--- config.mk ---
export PLATFORM = sky130hd
export DESIGN_NAME = adf4159_spi_monitor
export DESIGN_NICKNAME = d
export VERILOG_FILES = /design/src/rtl/adf4159_spi_monitor.sv
export SDC_FILE = /design/constraint.sdc
export NUM_CORES = 1
export LEC_CHECK = 0
export CAP_MARGIN = 20
export CORE_AREA = 2 2 222 224
export CTS_CLUSTER_SIZE = 10
export DETAILED_ROUTE_END_ITERATION = 12
export DIE_AREA = 0 0 224 226
export GPL_TIMING_DRIVEN = 0
export PLACE_DENSITY = 0.65
export SETUP_SLACK_MARGIN = 0.3
export SYNTH_ARGS = -nofsm -noshare
export SYNTH_HDL_FRONTEND = slang
export SYNTH_SLANG_ARGS = --single-unit
--- constraint.sdc ---
create_clock -name clk -period 2.8 [get_ports clk]
set_clock_uncertainty 0.1 [all_clocks]
set_input_delay 0.28 -clock clk [delete_from_list [all_inputs] [get_ports clk]]
set_output_delay 0.28 -clock clk [all_outputs]
set_load 0.005 [all_outputs]
--- src/rtl/adf4159_spi_monitor.sv ---
// Passive monitor for the ADF4159 3-wire programming bus: assembles 32-bit words,
// files them into an 11-entry shadow map and decodes the PLL frequency fields.
module adf4159_spi_monitor #(
  parameter int unsigned SYNC_STAGES = 2,
  parameter int unsigned MIN_BITS    = 32
) (
  input  logic        clk,
  input  logic        rst,
  input  logic        spi_clk,
  input  logic        spi_data,
  input  logic        spi_le,
  output logic        word_valid,
  output logic [31:0] word,
  output logic [3:0]  slot,
  output logic        frame_err,
  output logic        freq_update,
  output logic [11:0] int_val,
  output logic [24:0] frac_val,
  output logic        ref_doubled,
  output logic [4:0]  r_counter,
  output logic        prescaler,
  input  logic [3:0]  rd_slot,
  output logic [31:0] rd_data
);

  localparam int unsigned WORD_W    = 32;
  localparam int unsigned CNT_W     = 6;
  localparam int unsigned SLOT_W    = 4;
  localparam int unsigned NUM_SLOTS = 11;
  localparam logic [CNT_W-1:0] CNT_MAX = '1;

  typedef enum logic [1:0] {
    IDLE   = 2'd0,
    SHIFT  = 2'd1,
    COMMIT = 2'd2
  } state_t;

  logic [SYNC_STAGES-1:0] r_clk_sync;
  logic [SYNC_STAGES-1:0] r_dat_sync;
  logic [SYNC_STAGES-1:0] r_le_sync;
  logic                   r_clk_d;
  logic                   r_le_d;

  state_t              r_state;
  logic [WORD_W-1:0]   r_shift;
  logic [CNT_W-1:0]    r_bit_cnt;
  logic [WORD_W-1:0]   r_word;
  logic [SLOT_W-1:0]   r_slot;
  logic                r_word_valid;
  logic                r_frame_err;
  logic                r_freq_update;
  logic [WORD_W-1:0]   r_shadow [0:NUM_SLOTS-1];

  logic w_clk_rise;
  logic w_le_rise;
  logic w_le_hi;
  logic w_data;

  // Map a word to its shadow slot from the control bits and sub-select bits.
  function automatic logic [SLOT_W-1:0] f_slot(input logic [WORD_W-1:0] w);
    logic [SLOT_W-1:0] s;
    case (w[2:0])
      3'd4:    s = w[6]  ? 4'd5 : 4'd4;
      3'd5:    s = w[23] ? 4'd7 : 4'd6;
      3'd6:    s = w[23] ? 4'd9 : 4'd8;
      3'd7:    s = 4'd10;
      default: s = {1'b0, w[2:0]};
    endcase
    return s;
  endfunction

  // Input synchronizers plus one edge-detect stage for clock and LE.
  always_ff @(posedge clk) begin
    if (rst) begin
      r_clk_sync <= '0;
      r_dat_sync <= '0;
      r_le_sync  <= '0;
      r_clk_d    <= 1'b0;
      r_le_d     <= 1'b0;
    end else begin
      r_clk_sync <= {r_clk_sync[SYNC_STAGES-2:0], spi_clk};
      r_dat_sync <= {r_dat_sync[SYNC_STAGES-2:0], spi_data};
      r_le_sync  <= {r_le_sync[SYNC_STAGES-2:0], spi_le};
      r_clk_d    <= r_clk_sync[SYNC_STAGES-1];
      r_le_d     <= r_le_sync[SYNC_STAGES-1];
    end
  end

  assign w_clk_rise = r_clk_sync[SYNC_STAGES-1] & ~r_clk_d;
  assign w_le_hi    = r_le_sync[SYNC_STAGES-1];
  assign w_le_rise  = w_le_hi & ~r_le_d;
  assign w_data     = r_dat_sync[SYNC_STAGES-1];

  // Shift/commit FSM; the shadow write lands in COMMIT so decoded fields
  // follow word_valid by one cycle.
  always_ff @(posedge clk) begin
    if (rst) begin
      r_state       <= IDLE;
      r_shift       <= '0;
      r_bit_cnt     <= '0;
      r_word        <= '0;
      r_slot        <= '0;
      r_word_valid  <= 1'b0;
      r_frame_err   <= 1'b0;
      r_freq_update <= 1'b0;
      for (int unsigned i = 0; i < NUM_SLOTS; i++) begin
        r_shadow[i] <= '0;
      end
    end else begin
      r_word_valid  <= 1'b0;
      r_frame_err   <= 1'b0;
      r_freq_update <= 1'b0;
      case (r_state)
        COMMIT: begin
          if (r_word_valid) begin
            r_shadow[r_slot] <= r_word;
          end
          r_state <= IDLE;
        end
        default: begin
          if (w_le_rise) begin
            if (r_bit_cnt == CNT_W'(MIN_BITS)) begin
              r_word        <= r_shift;
              r_slot        <= f_slot(r_shift);
              r_word_valid  <= 1'b1;
              r_freq_update <= (r_shift[2:0] == 3'd0);
            end else begin
              r_frame_err <= 1'b1;
            end
            r_bit_cnt <= '0;
            r_state   <= COMMIT;
          end else if (w_clk_rise && !w_le_hi) begin
            r_shift <= {r_shift[WORD_W-2:0], w_data};
            if (r_bit_cnt != CNT_MAX) begin
              r_bit_cnt <= r_bit_cnt + CNT_W'(1);
            end
            r_state <= SHIFT;
          end
        end
      endcase
    end
  end

  always_comb begin
    rd_data = '0;
    if (rd_slot < SLOT_W'(NUM_SLOTS)) begin
      rd_data = r_shadow[rd_slot];
    end
  end

  assign word_valid  = r_word_valid;
  assign word        = r_word;
  assign slot        = r_slot;
  assign frame_err   = r_frame_err;
  assign freq_update = r_freq_update;
  assign int_val     = r_shadow[0][26:15];
  assign frac_val    = {r_shadow[0][14:3], r_shadow[1][27:15]};
  assign ref_doubled = r_shadow[2][20];
  assign r_counter   = r_shadow[2][19:15];
  assign prescaler   = r_shadow[2][22];

endmodule
Word-level counts from Yosys, hierarchy flattened
Memories as Yosys holds them, arrays and structs flattened.
Cells that the tools add are included.
{"block": "word_totals", "inputBits": 9, "out_inout_bits": 115, "mem_count": 1, "reg_bits": 87, "ramBits": 352, "word_cells": 65}
{"block": "op_classes", "n_eq_ne": 7, "reduce_logical": 13, "bitwise_logic": 7, "magnitude_cmp": 1, "mux": 21, "n_addsub": 1}
{"memory": "r_shadow", "words": 11, "word_bits": 32, "rd": 4, "rd_ports_with_merged_regs": 0, "write_ports": 11, "line": "52", "text": "logic [WORD_W-1:0] r_shadow [0:NUM_SLOTS-1];"}
{"operator": "32-bit two-way mux", "n": 2}
{"operator": "32-bit OR reduction", "n": 1}
{"operator": "6-bit two-way mux", "n": 3}
{"operator": "4-bit one-hot mux with 4 select lines", "n": 1}
{"operator": "3-bit equality test (second input constant)", "n": 4}
{"operator": "1-bit two-way mux", "n": 12}
{"operator": "3-bit AND reduction", "n": 3}
{"operator": "6-bit by 1-bit adder with 6-bit output (second input constant)", "n": 1}
{"operator": "6-bit equality test (second input constant)", "n": 1}
{"operator": "6-bit != test (second input constant)", "n": 1}
{"operator": "3-bit OR reduction", "n": 2}
{"operator": "1-bit inverter", "n": 5}
{"operator": "4-bit less-than comparator (second input constant)", "n": 1}
{"operator": "2-bit two-way mux", "n": 2}
{"operator": "4-bit two-way mux", "n": 1}
{"operator": "2-bit nonzero test", "n": 2}
{"operator": "4-bit OR reduction", "n": 1}
{"operator": "3-bit zero test", "n": 1}
{"operator": "1-bit AND", "n": 2}
{"operator": "2-bit equality test (second input constant)", "n": 1}
{"operator": "2-bit OR reduction", "n": 1}
{"operator": "1-bit logical AND", "n": 1}
{"operator": "1-bit zero test", "n": 1}

Depth between registers and ports, before layout
Gate-level depths: netlist of the first run.
{"block": "logic_depth", "ltp_word": 6, "depth_mapped": 8, "mapped_depth_nobuf": 6}

Worst setup path before layout of the first run
OpenSTA, ideal clock, no wires.
{"block": "synth_timing", "path_type": "register to register", "start": "register r_word_valid, in the netlist word_valid", "end": "memory r_shadow[9][0] (enable)", "stages_incl_launch_ff": 5, "setup_ns": 0.432, "arrival_time_ns": 2.388, "slack_ns": -0.120, "path_cell_list": "dfxtp_1 > nor4bb_1 > buf_2 > buf_2 > a21oi_1"}
{"item": "start, declared", "line": "49", "text": "logic r_word_valid;"}
{"item": "start signal, assigned", "line": "103", "text": "r_word_valid <= 1'b0;"}
{"item": "start signal, assigned", "line": "110", "text": "r_word_valid <= 1'b0;"}
{"item": "start signal, assigned", "line": "125", "text": "r_word_valid <= 1'b1;"}
{"item": "end, declared", "line": "52"}

==> impl_metrics.yaml, run 1 <==
die:
  core_area_um2: 48340
  die_h_um: 226
  io_pins: 124
  die-area_um2: 50620
  placementRows: 81
  start_util_pct: 38.56
  fp.dieW_um: 224
drt:
  wirelength_um: 49710
  routed-via-count: 12618
  drtIter0Drc: 1071
  via_per_inst: 5.210
  wl_per_cell_um: 20.52
  drc: 0
  ant_nets: 0
  drt_first_pass_iters: 6
pwr:
  p_leak_nw: 8.320
  vdd_drop_max_mv: 0.4679
  powerDensity_nw_per_um2: 607.5
synth:
  yosysMostFrequentCell: "nor2_1"
  synth.top_cells.by_area: "edfxtp_1, dfxtp_1, mux4_2"
  ys.flop_type: "edfxtp_1"
  synth_top_area_cell: "edfxtp_1"
  synthCells: 1529
  synth_seq_cells: 439
  synth_edf_count: 320
  avgSynthCellArea_um2: 12.19
  syn-num-nets: 1540
  yosys.area.top_type_share_pct: 51.54
  syn_area_um2: 18640
  yosys-top-cells-count: "nor2_1, edfxtp_1, nand2_1"
  yosysUniqueCellTypes: 47
  synth_warnings: 0
  async_flop_share_pct: 0
  synth_seq_area_share_pct: 64.32
timing:
  fin_crit_ns: 2.473
  fin_crit_sh_pct: 88.32
  setup_viol: 0
  timing.slew.headroom_pct: 53.73
  tns_ns: 0
  worst_pin_slew_ns: 0.6898
  hold_violations: 0
  postLayoutSetupSlackWorst_ns: 0.3270
  fmax_mhz: 404.4
  rsz0062_at_grt: "yes"
  final_max_slew_viol_count: 0
clock_tree:
  cts_tree: "done"
  htreeDepth: 2
  cts-buffers-inserted: 50
  clockBufferDepth: 3
  cts.sinks: 439
  clock_latency_ns: 0.57
  cts-root-buf: "clkbuf_16"
  path_clk_slew_ns: 0.06
setup_path:
  critical_path.startpoint_type: "flip-flop"
  crit_required_ns: 2.42
  rr_startpoint: "r_state[0]"
  setup.worst_path.start: "r_shadow[0][13]"
  worstPathArrival_ns: 2.09
  endpoint_kind: "output pin"
  crit_type: "flip-flop to output pin"
  crit_fanout: 2
global_route:
  grt.total_usage_pct: 19.62
  grt_start_max_net_pins: 33
  grt_pass1_vias: 12806
  antenna_found_initial: 0
  gr-total-overflow: 0
  grt_pass1_wl_um: 75110
cells_and_area:
  area_growth_pct: 23.09
  final_layout_size_suffix_gt1_share_pct: 19.00
  antenna_cells: 0
  nets: 1773
place:
  dp_hpwl_um: 34460
  place_ws_ns: -0.6970
  port-buffer-count: 120
  gp_congestion: 0.8259
min_path:
  holdCritStartpoint: "spi_clk"
  hp-class: "input pin to flip-flop"
status:
  status: "completed"
job:
  drv_cap: 0
[through the flow]
step                instance area, um2  hold WS, ns  std cells  utilization [%]  total power [mW]
global placement                 20630       0.3199       2271            42.68             8.117
detailed placement               20780       0.3307       2277            42.98             8.150
CTS                              22730       0.1511       2407            47.01             14.00
finish                           22950       0.1713       2422            47.47             13.94
floorplan                        18650       0.3082       1529                -             7.769
global route                     22950       0.1743       2422            47.47             14.34
[registers in the layout, summed over array words and instances, names as in the netlist, 2 cells and up]
name / flops
r_bit_cnt: 6
r_shift: 32
r_dat_sync: 2
r_clk_sync: 2
r_state: 2
slot: 4
word: 32
r_shadow: 352
r_le_sync: 2
[cells in the final DEF (no fill, tap or decap), types with 3 or more instances in the layout]
cell type / instances
buf_4: 110
nand4_1: 3
edfxtp_1: 320
dlymetal6s2s_1: 3
nor2b_1: 13
nor2_1: 340
buf_1: 5
nor2_2: 22
buf_12: 6
clkdlybuf4s50_1: 88
nand3_1: 4
clkbuf_2: 20
nand2_8: 7
a21oi_1: 68
buf_6: 7
nand2b_1: 6
nand2_2: 4
dfxtp_1: 118
and2_1: 3
clkbuf_4: 7
buf_2: 17
and3_1: 4
mux4_2: 64
nand2_4: 4
mux2i_1: 66
dlygate4sd2_1: 8
clkbuf_16: 51
clkbuf_1: 83
a2bb2oi_1: 30
a211oi_2: 6
a21o_1: 32
clkdlybuf4s15_1: 12
a211oi_1: 28
nand2_1: 166
inv_1: 35
[per-layer routing]
layer  vias up  part of all wire, %  GRT usage (%)
li1       5833                    -              -
met1      6265                   41          25.43
met2       453                   50          33.95
met3        67                  6.3          3.201
met4         0                  2.3          5.742
met5         -                    0              0
[critical path, stage by stage (launching register included)]
cell           delay [ns]
edfxtp_1             0.39
mux4_2               0.51
nor2_1               0.11
a211oi_1             0.06
a21o_1               0.20
dlygate4sd2_1        0.26
[where the power goes]
part	internal [mW]	total, mW	switching [mW]
Sequential	7.12	7.17	0.0513
Combinational	0.407	0.898	0.491
Clock	3.39	5.88	2.49
Total	10.9	13.9	3.03
[repair_timing]
action / 4_1_cts / 5_1_grt
endpoints found under the setup margin: 296 / 291
gates resized for setup: 114 / 71
hold buffers: 0 / 0
gates cloned: 3 / 1
buffers inserted: 37 / 14
pin swaps: 14 / 18
[worst paths after layout]
kind	endpoint	slack, ns	depth (start not counted)
setup / recovery	rd_data[13]	0.33	5
hold / removal	r_clk_sync[0]	0.17	2
setup reg to reg	r_shadow[8][18]	0.35	6
hold reg to reg	r_shift[0]	0.33	2
[cell families (layout without fill, tap and decap cells)]
group	count (synthesis)	after routing	share of synthesized area (%)
compound gates	179	179	6.544
simple gates	590	593	12.73
flops	439	439	64.32
fa+ha+maj	2	2	0.1342
buf+inv	188	456	4.933
mux	131	131	11.34
[cell type report]
class,count,area (um2)
well taps,622,778.2
plain buffers,152,914.6
inverters,36,140.1
clock buffers,88,1415
fillers,4231,25390
clock inverters,2,17.52
repair buffers,178,1662
multi-input cells,905,6028
flip-flops and latches,439,11990
(Power assumes the default switching activity.)
==> inputs of run 2 (changes only) <==
--- a/config.mk
+++ b/config.mk
@@ -7,6 +7,7 @@
 export LEC_CHECK = 0
 export CAP_MARGIN = 20
 export CORE_AREA = 2 2 222 224
+export CTS_BUF_LIST = sky130_fd_sc_hd__clkbuf_8
 export CTS_CLUSTER_SIZE = 10
 export DETAILED_ROUTE_END_ITERATION = 12
 export DIE_AREA = 0 0 224 226
==> impl_metrics.yaml, run 2 (synthesized netlist as in run 1, its figures left out) <==
status:
  status: "completed"
die:
  placementRows: 81
  die-area_um2: 50620
  start_util_pct: 38.56
  die_h_um: 226
  io_pins: 124
  fp.dieW_um: 224
  core_area_um2: 48340
clock_tree:
  path_clk_slew_ns: 0.06
  clockBufferDepth: 3
  cts.sinks: 439
  cts-root-buf: "clkbuf_8"
  ctsHoldBuffers: 0
  cts_tree: "done"
  clock_latency_ns: 0.61
  cts-buffers-inserted: 71
  htreeDepth: 3
cells_and_area:
  final_layout_size_suffix_gt1_share_pct: 19.89
  fillerInstances: 4256
  finalInstanceArea_um2: 22730
  final_common_cell: "nor2_1"
  largest_register_ffs: 352
  area_growth_pct: 21.91
  antenna_cells: 0
  multi_input_comb_area_um2: 6028
  nets: 1790
  final_cell_mix: "nor2_1, edfxtp_1, nand2_1"
  largest_register: "r_shadow"
  fin_util_pct: 47.01
  regArea_um2: 11990
timing:
  setup_viol: 0
  timing.slew.headroom_pct: 53.76
  fin_crit_ns: 2.473
  fmax_mhz: 404.3
  tns_ns: 0
  final_max_slew_viol_count: 0
  worst_pin_slew_ns: 0.6895
  fin_crit_sh_pct: 88.33
  rsz0062_at_grt: "yes"
  hold_violations: 0
  postLayoutSetupSlackWorst_ns: 0.3266
setup_path:
  worst-path-stages: 5
  setup.worst_path.start: "r_shadow[0][20]"
  crit_type: "flip-flop to output pin"
  critical_path.startpoint_type: "flip-flop"
  crit_fanout: 2
  worstReg2RegEnd: "r_shadow[3][11]"
  endpoint_kind: "output pin"
  rr_startpoint: "word_valid"
  cp_cell_sequence: "mux4_2 > nor2_2 > a211oi_2 > a21o_1 > buf_2"
  ff2ff_path_depth: 6
  crit_family: "multiplexers"
  crit_required_ns: 2.42
  worstSetupEndpoint: "rd_data[20]"
  reg2reg_setup_slack_ns: 0.36
  critPathMaxStageDelay_ns: 0.52
  cp.buffers_inverters: 1
  cpMaxStageDelayCell: "mux4_2"
  worstPathArrival_ns: 2.09
drt:
  ant_nets: 0
  drtIter0Drc: 1011
  wirelength_um: 50150
  routed-via-count: 12684
  wl_per_cell_um: 20.41
  drt_first_pass_iters: 7
  drc: 0
  via_per_inst: 5.162
place:
  placed_cell_area_um2: 20780
  place_ws_ns: -0.6970
  dp_hpwl_um: 34460
  port-buffer-count: 120
  gp_congestion: 0.8259
pwr:
  p_leak_nw: 8.366
  vdd_drop_max_mv: 0.3929
  powerDensity_nw_per_um2: 583.7
global_route:
  grt.total_usage_pct: 19.82
  grt_pass1_vias: 13029
  grt_start_max_net_pins: 33
  antenna_found_initial: 0
  gr-total-overflow: 0
  grt_pass1_wl_um: 75690
job:
  drv_cap: 0
min_path:
  hp-class: "input pin to flip-flop"
[run 2: cell count changes in the layout (fill, tap and decap cells not counted), moves of 5 or more]
cell | previous run | this run
buf_4 | 110 | 105
nor2_2 | 22 | 14
buf_2 | 17 | 26
nor2_1 | 340 | 348
clkbuf_16 | 51 | 0
clkbuf_1 | 83 | 47
inv_1 | 35 | 74
clkbuf_8 | 1 | 78
clkinv_1 | 0 | 7
[run 2: through the flow]
stage	cells	power [mW]	hold WS, ns
final	2457	13.27	0.1321
after global routing	2457	13.70	0.1226
after global placement	2271	8.117	0.3199
after floorplan	1529	7.769	0.3082
after CTS	2444	13.33	0.1029
after detailed placement	2277	8.150	0.3307
[run 2: how the worst min path moves through the flow]
stage,from,to,slack (ns),depth (start not counted)
floorplan,spi_clk,r_clk_sync[0],0.31,1
global placement,r_dat_sync[0],r_dat_sync[1],0.32,1
detailed placement,r_dat_sync[0],r_dat_sync[1],0.33,1
CTS,spi_clk,r_clk_sync[0],0.10,2
global route,spi_clk,r_clk_sync[0],0.12,2
finish,spi_clk,r_clk_sync[0],0.13,2
[run 2: per-layer routing]
layer | GRT usage (%) | part of all wire [%] | vias to the layer above
met5 | 0 | 0 | -
met2 | 34.42 | 50 | 461
met3 | 4.098 | 6.8 | 95
met4 | 5.892 | 2.3 | 0
met1 | 24.98 | 41 | 6256
li1 | - | - | 5872
[run 2: repair_timing]
action / CTS / global route
pin swaps: 23 / 14
buffers inserted: 35 / 12
endpoints found under the setup margin: 296 / 308
resized for setup: 138 / 49
cloned: 3 / 1
[run 2: layout make-up]
| cell class | instances | area share, % |
|---|---|---|
| clock inverter | 52 | 1.156 |
| timing repair buffer | 173 | 6.948 |
| tap | 622 | 3.424 |
| inverter | 36 | 0.6056 |
| sequential | 439 | 52.77 |
| buffer | 152 | 3.903 |
| multi-input combinational | 906 | 26.52 |
| clock buffer | 77 | 4.663 |
[run 2: where the power goes]
group | switching, mW | internal [mW] | leakage [nW]
registers | 0.0514 | 7.11 | 4.26
logic | 0.494 | 0.397 | 3.30
clock network | 2.50 | 2.71 | 0.801
==> inputs of run 3 (changes only) <==
==> constraint.sdc (replaced) <==
create_clock -name clk -period 2.27 [get_ports clk]
set_clock_uncertainty 0.1 [all_clocks]
set_input_delay 0.227 -clock clk [delete_from_list [all_inputs] [get_ports clk]]
set_output_delay 0.227 -clock clk [all_outputs]
set_load 0.005 [all_outputs]
==> impl_metrics.yaml, run 3 (synthesized netlist as in run 1, its figures left out) <==
min_path:
  holdCritStartpoint: "spi_data"
  hp-class: "input pin to flip-flop"
setup_path:
  crit_family: "multiplexers"
  critPathMaxStageDelay_ns: 0.53
  endpoint_kind: "output pin"
  cp.buffers_inverters: 1
  cp_cell_sequence: "mux4_2 > nor2_2 > a211oi_1 > a21o_1 > buf_2"
  worstPathArrival_ns: 2.12
  critical_path.startpoint_type: "flip-flop"
  reg2reg_setup_slack_ns: 0.17
  crit_required_ns: 1.94
  crit_fanout: 2
  crit_type: "flip-flop to output pin"
  rr_startpoint: "r_state[0]"
  cpMaxStageDelayCell: "mux4_2"
  setup.worst_path.start: "r_shadow[2][19]"
cells_and_area:
  fin_util_pct: 50.46
  largest_register_ffs: 352
  antenna_cells: 0
  fillerInstances: 4024
  regArea_um2: 12010
  nets: 1847
  area_growth_pct: 30.85
  largest_register: "r_shadow"
  final-instance-count-excl-fill: 2514
  final_common_cell: "edfxtp_1"
  multi_input_comb_area_um2: 7171
  final_cell_mix: "edfxtp_1, nor2_1, buf_4"
  final_layout_size_suffix_gt1_share_pct: 33.03
  finalInstanceArea_um2: 24390
status:
  status: "finished, violations left"
  failed_checks: "setup timing"
global_route:
  gr-total-overflow: 0
  grt.total_usage_pct: 21.35
  grt_pass1_wl_um: 79970
  grt_start_max_net_pins: 30
  grt_pass1_vias: 13310
  antenna_found_initial: 0
place:
  dp_hpwl_um: 33630
  dp.cells: 2272
  placed_cell_area_um2: 20690
  port-buffer-count: 120
  gp_congestion: 0.8304
die:
  placementRows: 81
  die_h_um: 226
  die-area_um2: 50620
  fp.dieW_um: 224
  io_pins: 124
  core_area_um2: 48340
  start_util_pct: 38.56
drt:
  ant_nets: 0
  wirelength_um: 57280
  wl_per_cell_um: 22.78
  via_per_inst: 5.389
  routed-via-count: 13548
  drc: 0
  drtIter0Drc: 1265
  drt_first_pass_iters: 5
pwr:
  powerDensity_nw_per_um2: 671.4
  vdd_drop_max_mv: 0.4409
  p_leak_nw: 9.454
timing:
  fin_crit_sh_pct: 107.9
  worst_pin_slew_ns: 0.7628
  setup_viol: 29
  timing.slew.headroom_pct: 49.14
  holdWs_ns: 0.06099
  fmax_mhz: 408.3
  final_max_slew_viol_count: 0
  fin_crit_ns: 2.449
  rsz0062_at_grt: "yes"
  hold_violations: 0
  postLayoutSetupSlackWorst_ns: -0.1790
clock_tree:
  clockBufferDepth: 3
  clock_latency_ns: 0.61
  cts-root-buf: "clkbuf_8"
  cts.sinks: 439
  path_clk_slew_ns: 0.06
  cts_tree: "done"
  cts-buffers-inserted: 70
  ctsHoldBuffers: 0
  htreeDepth: 3
job:
  drv_cap: 0
## run 3: cell count changes in the layout (fill, tap and decap cells not counted), moves of 18 or more
cell	delta
nor2_1	-56
buf_4	+45
buf_6	+18
nor2_2	+38
nand2_4	+19
clkdlybuf4s50_1	-34
clkbuf_1	-31
nand2_8	+31
nand2_1	-36
nor2_4	+18
## run 3: per-stage QoR
stage	TNS, ns	worst slack (ns)	total power, mW
global placement	-397.23	-1.296	10.01
global route	-3.591	-0.2102	16.86
detailed placement	-411.15	-1.352	10.04
CTS	-2.590	-0.1392	16.31
finish	-1.800	-0.1790	16.38
floorplan	0	0.03326	9.583
## run 3: worst paths after layout
check | depth (start not counted) | to
min | 2 | r_dat_sync[0]
max reg2reg | 7 | r_shadow[7][28]
min reg2reg | 2 | r_shift[0]
max | 5 | rd_data[19]
## run 3: final cells by class
cell class,instances,share of cell area (%)
well taps,622,3.190
clock inverters,51,0.8565
plain buffers,152,4.908
multi-input cells,929,29.39
repair inverters,1,0.04616
inverters,36,0.6616
clock buffers,77,4.344
repair buffers,207,7.370
flip-flops and latches,439,49.23
## run 3: repair_timing
action | 4_1_cts | 5_1_grt
cloned | 20 | 13
pin swaps | 69 | 33
setup buffers | 62 | 19
endpoints found under the setup margin | 737 | 689
resized for setup | 382 | 242
## run 3: per-layer routing
metal | part of all wire, % | wire [um] | vias up | global-route usage, %
li1 | - | - | 6049 | -
met1 | 39 | 22200 | 6681 | 27.01
met2 | 49 | 27880 | 684 | 36.76
met3 | 8.6 | 4921 | 134 | 4.072
met4 | 4.0 | 2274 | 0 | 7.355
met5 | 0 | 0 | - | 0
## run 3: power breakdown
part	switching [mW]	internal, mW	total, mW	leakage (nW)
logic	0.736	0.531	1.27	4.42
clock network	3.16	3.12	6.28	0.773
registers	0.0636	8.77	8.83	4.27
total	3.96	12.4	16.4	9.45
